<file path="src/rtl/mem_port_arbiter_pkg.sv">
// Shared encodings for the unified-memory port arbiter: FSM states and
// transaction owner identifiers.
package mem_port_arbiter_pkg;

  typedef enum logic [1:0] {
    ARB_IDLE = 2'd0,
    ARB_BUSY = 2'd1,
    ARB_RESP = 2'd2
  } arb_state_e;

  typedef enum logic [1:0] {
    OWNER_NONE = 2'd0,
    OWNER_I    = 2'd1,
    OWNER_D    = 2'd2
  } owner_e;

endpackage

</file>
<file path="src/rtl/mem_port_arbiter.sv">
// Serialises IF (instruction) and MEM (data) stage accesses onto one single-ported
// memory with a fixed access latency; data port wins unless the fetch port is starving.
module mem_port_arbiter
  import mem_port_arbiter_pkg::*;
#(
  parameter int WORD_SIZE    = 16,
  parameter int MEM_LATENCY  = 2,
  parameter int STARVE_LIMIT = 3
) (
  input  logic                 clk,
  input  logic                 reset_n,
  input  logic                 i_req,
  input  logic [WORD_SIZE-1:0] i_addr,
  output logic [WORD_SIZE-1:0] i_rdata,
  output logic                 i_ready,
  input  logic                 d_req,
  input  logic                 d_we,
  input  logic [WORD_SIZE-1:0] d_addr,
  input  logic [WORD_SIZE-1:0] d_wdata,
  output logic [WORD_SIZE-1:0] d_rdata,
  output logic                 d_ready,
  output logic                 mem_read,
  output logic                 mem_write,
  output logic [WORD_SIZE-1:0] mem_addr,
  output logic [WORD_SIZE-1:0] mem_wdata,
  input  logic [WORD_SIZE-1:0] mem_rdata,
  output logic                 busy
);

  localparam int CNT_W  = $clog2(MEM_LATENCY + 1);
  localparam int STRK_W = $clog2(STARVE_LIMIT + 1);
  localparam logic [CNT_W-1:0]  CNT_INIT = CNT_W'(MEM_LATENCY - 1);
  localparam logic [STRK_W-1:0] STRK_MAX = STRK_W'(STARVE_LIMIT);

  arb_state_e             state_q, state_d;
  owner_e                 owner_q;
  logic [CNT_W-1:0]       count_q;
  logic [STRK_W-1:0]      streak_q;
  logic [WORD_SIZE-1:0]   addr_q;
  logic                   we_q;
  logic [WORD_SIZE-1:0]   wdata_q;
  logic [WORD_SIZE-1:0]   i_rdata_q;
  logic [WORD_SIZE-1:0]   d_rdata_q;

  logic any_req;
  logic arb_window;
  logic do_grant;
  logic grant_i;
  logic grant_d;

  function automatic logic [STRK_W-1:0] streak_sat_inc(input logic [STRK_W-1:0] v);
    return (v == STRK_MAX) ? v : v + 1'b1;
  endfunction

  // Arbitration is only evaluated on the edge that leaves IDLE or RESP.
  assign any_req    = i_req | d_req;
  assign arb_window = (state_q == ARB_IDLE) || (state_q == ARB_RESP);
  assign do_grant   = arb_window && any_req;
  assign grant_i    = i_req && (!d_req || (streak_q == STRK_MAX));
  assign grant_d    = d_req && !grant_i;

  always_ff @(posedge clk or negedge reset_n) begin
    if (!reset_n) begin
      state_q <= ARB_IDLE;
    end else begin
      state_q <= state_d;
    end
  end

  always_comb begin
    state_d = state_q;
    case (state_q)
      ARB_IDLE: if (any_req) state_d = ARB_BUSY;
      ARB_BUSY: if (count_q == '0) state_d = ARB_RESP;
      ARB_RESP: state_d = any_req ? ARB_BUSY : ARB_IDLE;
      default:  state_d = ARB_IDLE;
    endcase
  end

  always_comb begin
    busy      = (state_q == ARB_BUSY);
    mem_read  = busy && !we_q;
    mem_write = busy && we_q;
    i_ready   = (state_q == ARB_RESP) && (owner_q == OWNER_I);
    d_ready   = (state_q == ARB_RESP) && (owner_q == OWNER_D);
    mem_addr  = addr_q;
    mem_wdata = wdata_q;
    i_rdata   = i_rdata_q;
    d_rdata   = d_rdata_q;
  end

  // Transaction latch: the memory side only ever sees these registered copies.
  always_ff @(posedge clk or negedge reset_n) begin
    if (!reset_n) begin
      owner_q   <= OWNER_NONE;
      count_q   <= '0;
      addr_q    <= '0;
      we_q      <= 1'b0;
      wdata_q   <= '0;
      i_rdata_q <= '0;
      d_rdata_q <= '0;
    end else if (do_grant) begin
      owner_q <= grant_d ? OWNER_D : OWNER_I;
      addr_q  <= grant_d ? d_addr : i_addr;
      we_q    <= grant_d && d_we;
      wdata_q <= grant_d ? d_wdata : '0;
      count_q <= CNT_INIT;
    end else if (state_q == ARB_BUSY) begin
      if (count_q == '0) begin
        if (!we_q && (owner_q == OWNER_I)) i_rdata_q <= mem_rdata;
        if (!we_q && (owner_q == OWNER_D)) d_rdata_q <= mem_rdata;
      end else begin
        count_q <= count_q - 1'b1;
      end
    end else if (state_q == ARB_RESP) begin
      owner_q <= OWNER_NONE;
    end
  end

  // Counts data grants taken while a fetch was waiting.
  always_ff @(posedge clk or negedge reset_n) begin
    if (!reset_n) begin
      streak_q <= '0;
    end else if (do_grant) begin
      if (grant_i || !i_req) begin
        streak_q <= '0;
      end else begin
        streak_q <= streak_sat_inc(streak_q);
      end
    end
  end

endmodule
</file>
<file path="config.mk">
export PLATFORM = sky130hd
export DESIGN_NAME = mem_port_arbiter
export DESIGN_NICKNAME = d
export VERILOG_FILES = /design/src/rtl/mem_port_arbiter_pkg.sv /design/src/rtl/mem_port_arbiter.sv
export SDC_FILE = /design/constraint.sdc
export NUM_CORES = 1
export LEC_CHECK = 0
export CORE_MARGIN = 5
export CORE_UTILIZATION = 34
export DETAILED_ROUTE_END_ITERATION = 8
export DONT_BUFFER_PORTS = 1
export GPL_TIMING_DRIVEN = 0
export HOLD_SLACK_MARGIN = 0.02
export SLEW_MARGIN = 15
export SYNTH_ARGS = -nofsm -noshare
export SYNTH_HDL_FRONTEND = slang
export SYNTH_SLANG_ARGS = --single-unit
</file>
<file path="constraint.sdc">
create_clock -name clk -period 1.7 [get_ports clk]
set_input_delay 0.34 -clock clk [delete_from_list [all_inputs] [get_ports clk]]
set_output_delay 0.34 -clock clk [all_outputs]
set_load 0.01 [all_outputs]
</file>
==> Word-level counts from Yosys, hierarchy flattened <==
Cells that the tools add are included.
{ "word_totals": {"elab_cells": 65, "regBits": 73, "out_inout_bits": 69} }
{ "classes": {"n_mux": 15, "bitwise_logic": 2, "n_eq_ne": 10, "reduce_logical": 27, "n_addsub": 2} }
{ "ops": {"columns": ["operator", "n"], "rows": [
  ["$mux 16", 2],
  ["$mux 2", 11],
  ["$logic_and 1x1->1", 10],
  ["$reduce_and 2->1", 4],
  ["$reduce_and 4->1", 2],
  ["$eq 2x2->1 const B", 3],
  ["$ne 2x1->1 const B", 3],
  ["$pmux 2 s3", 1],
  ["$eq 2x1->1 const B", 2],
  ["$logic_not 1->1", 4],
  ["$logic_not 2->1", 2],
  ["$ne 2x2->1 const B", 2],
  ["$reduce_bool 2->1", 2],
  ["$logic_or 1x1->1", 3],
  ["$add 2x1->2 const B", 1],
  ["$sub 2x1->2 const B", 1],
  ["$mux 1", 1],
  ["$not 1->1", 1],
  ["$or 1x1->1", 1]
]} }

==> Longest topological paths before layout <==
{ "logic_depth": {"ltp_word": 7, "mapped_depth": 6} }

==> Worst setup path before layout <==
OpenSTA, ideal clock, no wires.
{ "synth_timing": {"path_type": "flip-flop to flip-flop", "start": "register streak_q[0]", "end": "register addr_q[10] (netlist: mem_addr[10])", "path_stages_with_launch": 7, "path_slack_ns": 0.086, "arrival_time_ns": 1.488, "n_path_buf": 2, "required_time_ns": 1.574, "cell_sequence": "dfrtp_1 > ha_1 > nand2b_1 > and3_1 > buf_2 > buf_6 > a221o_1"} }
{ "synth_via": {"elab_chain_cells": 6} }
{ "synth_rtl": {"columns": ["element", "line_no", "rtl"], "rows": [
  ["start: declaration", "mem_port_arbiter.sv:38", "logic [STRK_W-1:0] streak_q;"],
  ["start signal: assignment", "mem_port_arbiter.sv:128", "streak_q <= streak_sat_inc(streak_q);"],
  ["$eq 2x2->1", "mem_port_arbiter.sv:59", "assign grant_i = i_req && (!d_req || (streak_q == STRK_MAX));"],
  ["$logic_or 1x1->1", "mem_port_arbiter.sv:59", null],
  ["$logic_and 1x1->1", "mem_port_arbiter.sv:59", null],
  ["$logic_not 1->1", "mem_port_arbiter.sv:60", "assign grant_d = d_req && !grant_i;"],
  ["$logic_and 1x1->1", "mem_port_arbiter.sv:60", null],
  ["$mux 16", "mem_port_arbiter.sv:104", "addr_q <= grant_d ? d_addr : i_addr;"],
  ["end signal: assignment", "mem_port_arbiter.sv:104", null],
  ["end: declaration", "mem_port_arbiter.sv:39", "logic [WORD_SIZE-1:0] addr_q;"]
]} }
No other way between the ends.
A chain may end at the register's enable or synchronous reset.

==> Worst setup path after layout <==
{ "layout_timing": {"start": "register state_q[0]", "end": "output port i_ready"} }
{ "layout_via": {"elab_chain_cells": 2} }
{ "layout_rtl": {"columns": ["element", "line_no", "rtl"], "rows": [
  ["start: declaration", "mem_port_arbiter.sv:35", "arb_state_e state_q, state_d;"],
  ["start signal: assignment", "mem_port_arbiter.sv:66", "state_q <= state_d;"],
  ["$eq 2x2->1", "mem_port_arbiter.sv:84", "i_ready = (state_q == ARB_RESP) && (owner_q == OWNER_I);"],
  ["$logic_and 1x1->1", "mem_port_arbiter.sv:84", null],
  ["end: declaration", "mem_port_arbiter.sv:15", "output logic i_ready,"]
]} }
No other way between the ends.

==> run_results.csv <==
group,metric,value,unit
status,status,"complete, but fails checks",
status,violations,"hold timing",
synthesis,synth.ff_latch_count,73,
finish,fillers,805,
run,drv_cap,0,
clock_tree,cts_buffers,9,
placed_design,place_inst,304,
synthesis,synth_compound_area_share,12.3,%
floorplan,initial_utilization,34.7,%
clock_tree,cts_tree,"yes",
route,postRouteAntennaNets,0,
worst_setup_path,cp.required,1.36,ns
global_route,grt_usage,12.9,%
synthesis,synth_fa_ha_area_share,0.835,%
placed_design,hpwl,4770,um
power_and_ir_drop,p_sw_share,34.1,%
synthesis,syn_area,3000,um2
power_and_ir_drop,share_comb_of_total_power,26.6,%
worst_hold_path,min_path_type,"in2async",
finish,drive_above_1_share,35.6,%
worst_setup_path,end_kind,"output port",
global_route,grt_overflow,0,
placed_design,gp_congestion,0.719,
placed_design,place_area,3130,um2
timing,hold_slack,-0.323,ns
timing,finalHoldViolations,73,
clock_tree,root_buffer,"clkbuf_8",
worst_setup_path,max_stage_delay,0.46,ns
worst_setup_path,slowest_stage,"dfrtp_2",
floorplan,die-width,104,um
route,drt-total-wl,6900,um
timing,rsz0062_at_grt,"yes",
worst_setup_path,r2r-end,"i_rdata[13]",
placed_design,portBuffers,0,
worst_setup_path,path_class,"reg2out",
worst_setup_path,cp_top_family,"flip-flops",
finish,fin_area,3460,um2
synthesis,yosysSeqAreaShare,61.0,%
route,post_drt_via_cell_ratio,5.35,
power_and_ir_drop,ir_drop,0.707,mV
finish,fin_cells,324,
synthesis,syn_inst,196,
route,routedWlPerCell,21.3,um
finish,diodes,0,
global_route,antenna_found_initial,0,
synthesis,yosys.area.top_type,"dfrtp_1",
clock_tree,insertion_delay,0.35,ns
worst_setup_path,r2r_slack,0.10,ns
power_and_ir_drop,power.leakage,1.65,nW
timing,layout_min_cycle_time,1.62,ns
finish,synthToLayoutAreaGrowth,15.4,%
synthesis,postSynthAreaPerCell,15.3,um2
power_and_ir_drop,power_density,2100,nW/um2
clock_tree,cts.sinks,73,
worst_setup_path,r2r_start,"count_q[0]",
worst_setup_path,critPathArrivalTime,1.28,ns
synthesis,synth_top_area_share,61.0,%
clock_tree,cts_htree_levels,3,
worst_setup_path,start_kind,"flop",
route,vias,1735,
synthesis,synth_nets,267,
timing,setup_violations,0,
clock_tree,cts_max_path_buffers,2,
timing,worst_slew_pin_slew,0.400,ns
timing,slew_violations,0,
synthesis,synth_mux_area_share,14.9,%
global_route,grt_pass1_wl,11200,um
finish,nNetsFinal,282,
timing,max_freq,616,MHz
floorplan,die_area,10800,um2
power_and_ir_drop,intPower,4.78,mW
worst_setup_path,crit_chain,"buf_4, and4bb_2",
floorplan,core_area,8640,um2
clock_tree,clk_pin_slew,0.09,ns
timing,fin_skew,0.00983,ns
power_and_ir_drop,p_seq_share,50.4,%
synthesis,synth-xor-area-share,0,%
floorplan,rows,34,
synthesis,synth_top_family_by_area,"multiplexers",
route,drtPass1Iterations,4,
synthesis,ys_types,27,
power_and_ir_drop,switchingPower,2.47,mW
global_route,grt_pass1_vias,1945,
timing,fin_crit_sh,95.5,%
worst_setup_path,crit_buf_inv,1,
route,drc,0,
route,first_iter_violations,74,
worst_setup_path,ff2ff_path_depth,6,
synthesis,yosys.area_share.simple,8.27,%
synthesis,ys_top_cells_by_area,"dfrtp_1 (61%), mux2_4 (10%), a221o_1 (5.3%), a22o_1 (5.0%), mux2_2 (4.9%)",
timing,max_slew_margin,73.3,%
power_and_ir_drop,p_clk_share,23.0,%
synthesis,synth_warnings,0,
floorplan,die_h,104,um
global_route,grt_max_degree,74,
power_and_ir_drop,finalPower,7.25,mW
floorplan,pin_count,138,
worst_setup_path,crit_path_max_fanout,6,
metrics by stage:
stage               util [%]  setup TNS, ns  hold WS, ns  setup WS [ns]
floorplan                  -              0       0.0444         0.0863
global placement        36.3         -0.232       0.0461        -0.0355
detailed placement      36.3         -0.450       0.0463        -0.0491
CTS                     39.7              0       -0.344        0.00782
global route            40.0        -0.0395       -0.354        -0.0388
finish                  40.0              0       -0.323         0.0761
logic make-up after synthesis:
| logic type | after synthesis |
|---|---|
| flip-flops | 73 |
| adder cells (fa/ha/maj) | 2 |
| buffers and inverters | 14 |
| AO/OA/AOI/OAI | 41 |
| multiplexers | 33 |
| AND/OR/NAND/NOR | 33 |
per-layer routing:
| layer | routed length [um] | vias to the layer above | global-route usage [%] |
|---|---|---|---|
| met5 | 0 | - | 0 |
| met4 | 93 | 0 | 4.72 |
| met3 | 663 | 6 | 5.96 |
| met2 | 3450 | 77 | 20.4 |
| met1 | 2700 | 899 | 15.4 |
| li1 | - | 753 | - |
cell type report:
class	instances	area, um2	share of cell area (%)
flip-flops and latches	73	1830	52.9
multi-input cells	109	1120	32.5
clock buffers	9	124	3.58
well taps	108	135	3.91
inverters	4	15.0	0.434
plain buffers	9	76.3	2.21
clock inverters	7	119	3.44
repair buffers	5	37.5	1.09
power groups by stage:
stage | clock (mW) | sequential, mW | combinational, mW
floorplan | 0 | 3.44 | 1.58
global placement | 0 | 3.67 | 1.79
detailed placement | 0 | 3.67 | 1.85
CTS | 1.72 | 3.67 | 1.91
global route | 1.80 | 3.78 | 2.13
finish | 1.67 | 3.66 | 1.92
cells in the final DEF, fill, tap and decap left out, drive strengths merged, types with 3 or more instances in the layout:
cell     n
nand2    3
buf     13
clkbuf  10
mux2    33
bufinv   3
inv      4
dfrtp   73
a22o    17
a221o   16
and2    18
worst reg2reg max path, delay by kind of cell (launching register included):
| family | cells | cell delay, ns |
|---|---|---|
| adders and majority gates | 1 | 0.18 |
| buffers and inverters | 2 | 0.25 |
| DFF | 1 | 0.36 |
| muxes | 1 | 0.30 |
| and+or+nand+nor | 2 | 0.39 |
synthesized netlist by cell type:
master	instances
a22o_1	17
nor2_1	1
ha_1	2
and2_1	18
and4bb_4	1
o21ai_1	2
nand2_1	3
nand3b_4	2
o22ai_1	1
and3_1	1
clkbuf_1	1
a21boi_0	1
and4bb_2	1
mux2_4	20
inv_1	4
o21bai_2	1
nand2b_1	2
a221o_1	16
or3b_2	2
nor3_1	1
buf_2	6
buf_6	3
dfrtp_1	73
nor4bb_1	1
mux2_2	13
a21o_1	2
a21oi_2	1
how the worst max path moves through the flow:
stage	start	end	slack, ns	depth (start not counted)
after floorplan	streak_q[0]	mem_addr[10]	0.09	6
after global placement	streak_q[0]	mem_addr[9]	-0.04	6
after detailed placement	streak_q[0]	mem_addr[8]	-0.05	6
after CTS	owner_q[1]	d_ready	0.008	1
after global routing	state_q[0]	mem_write	-0.04	3
final	state_q[0]	i_ready	0.08	2
flip-flops by register name (all words and copies together), names as in the netlist:
register / count
d_rdata: 16
i_rdata: 16
mem_addr: 16
mem_wdata: 16
count_q: 2
owner_q: 2
state_q: 2
streak_q: 2
we_q: 1
timing repair:
action,CTS,global route
setup buffers,4,1
resized for setup,8,6
setup endpoints to repair,32,23
endpoints found under the hold margin,73,73
pin swaps,0,0
No activity file was read; power rests on OpenSTA's default activity.
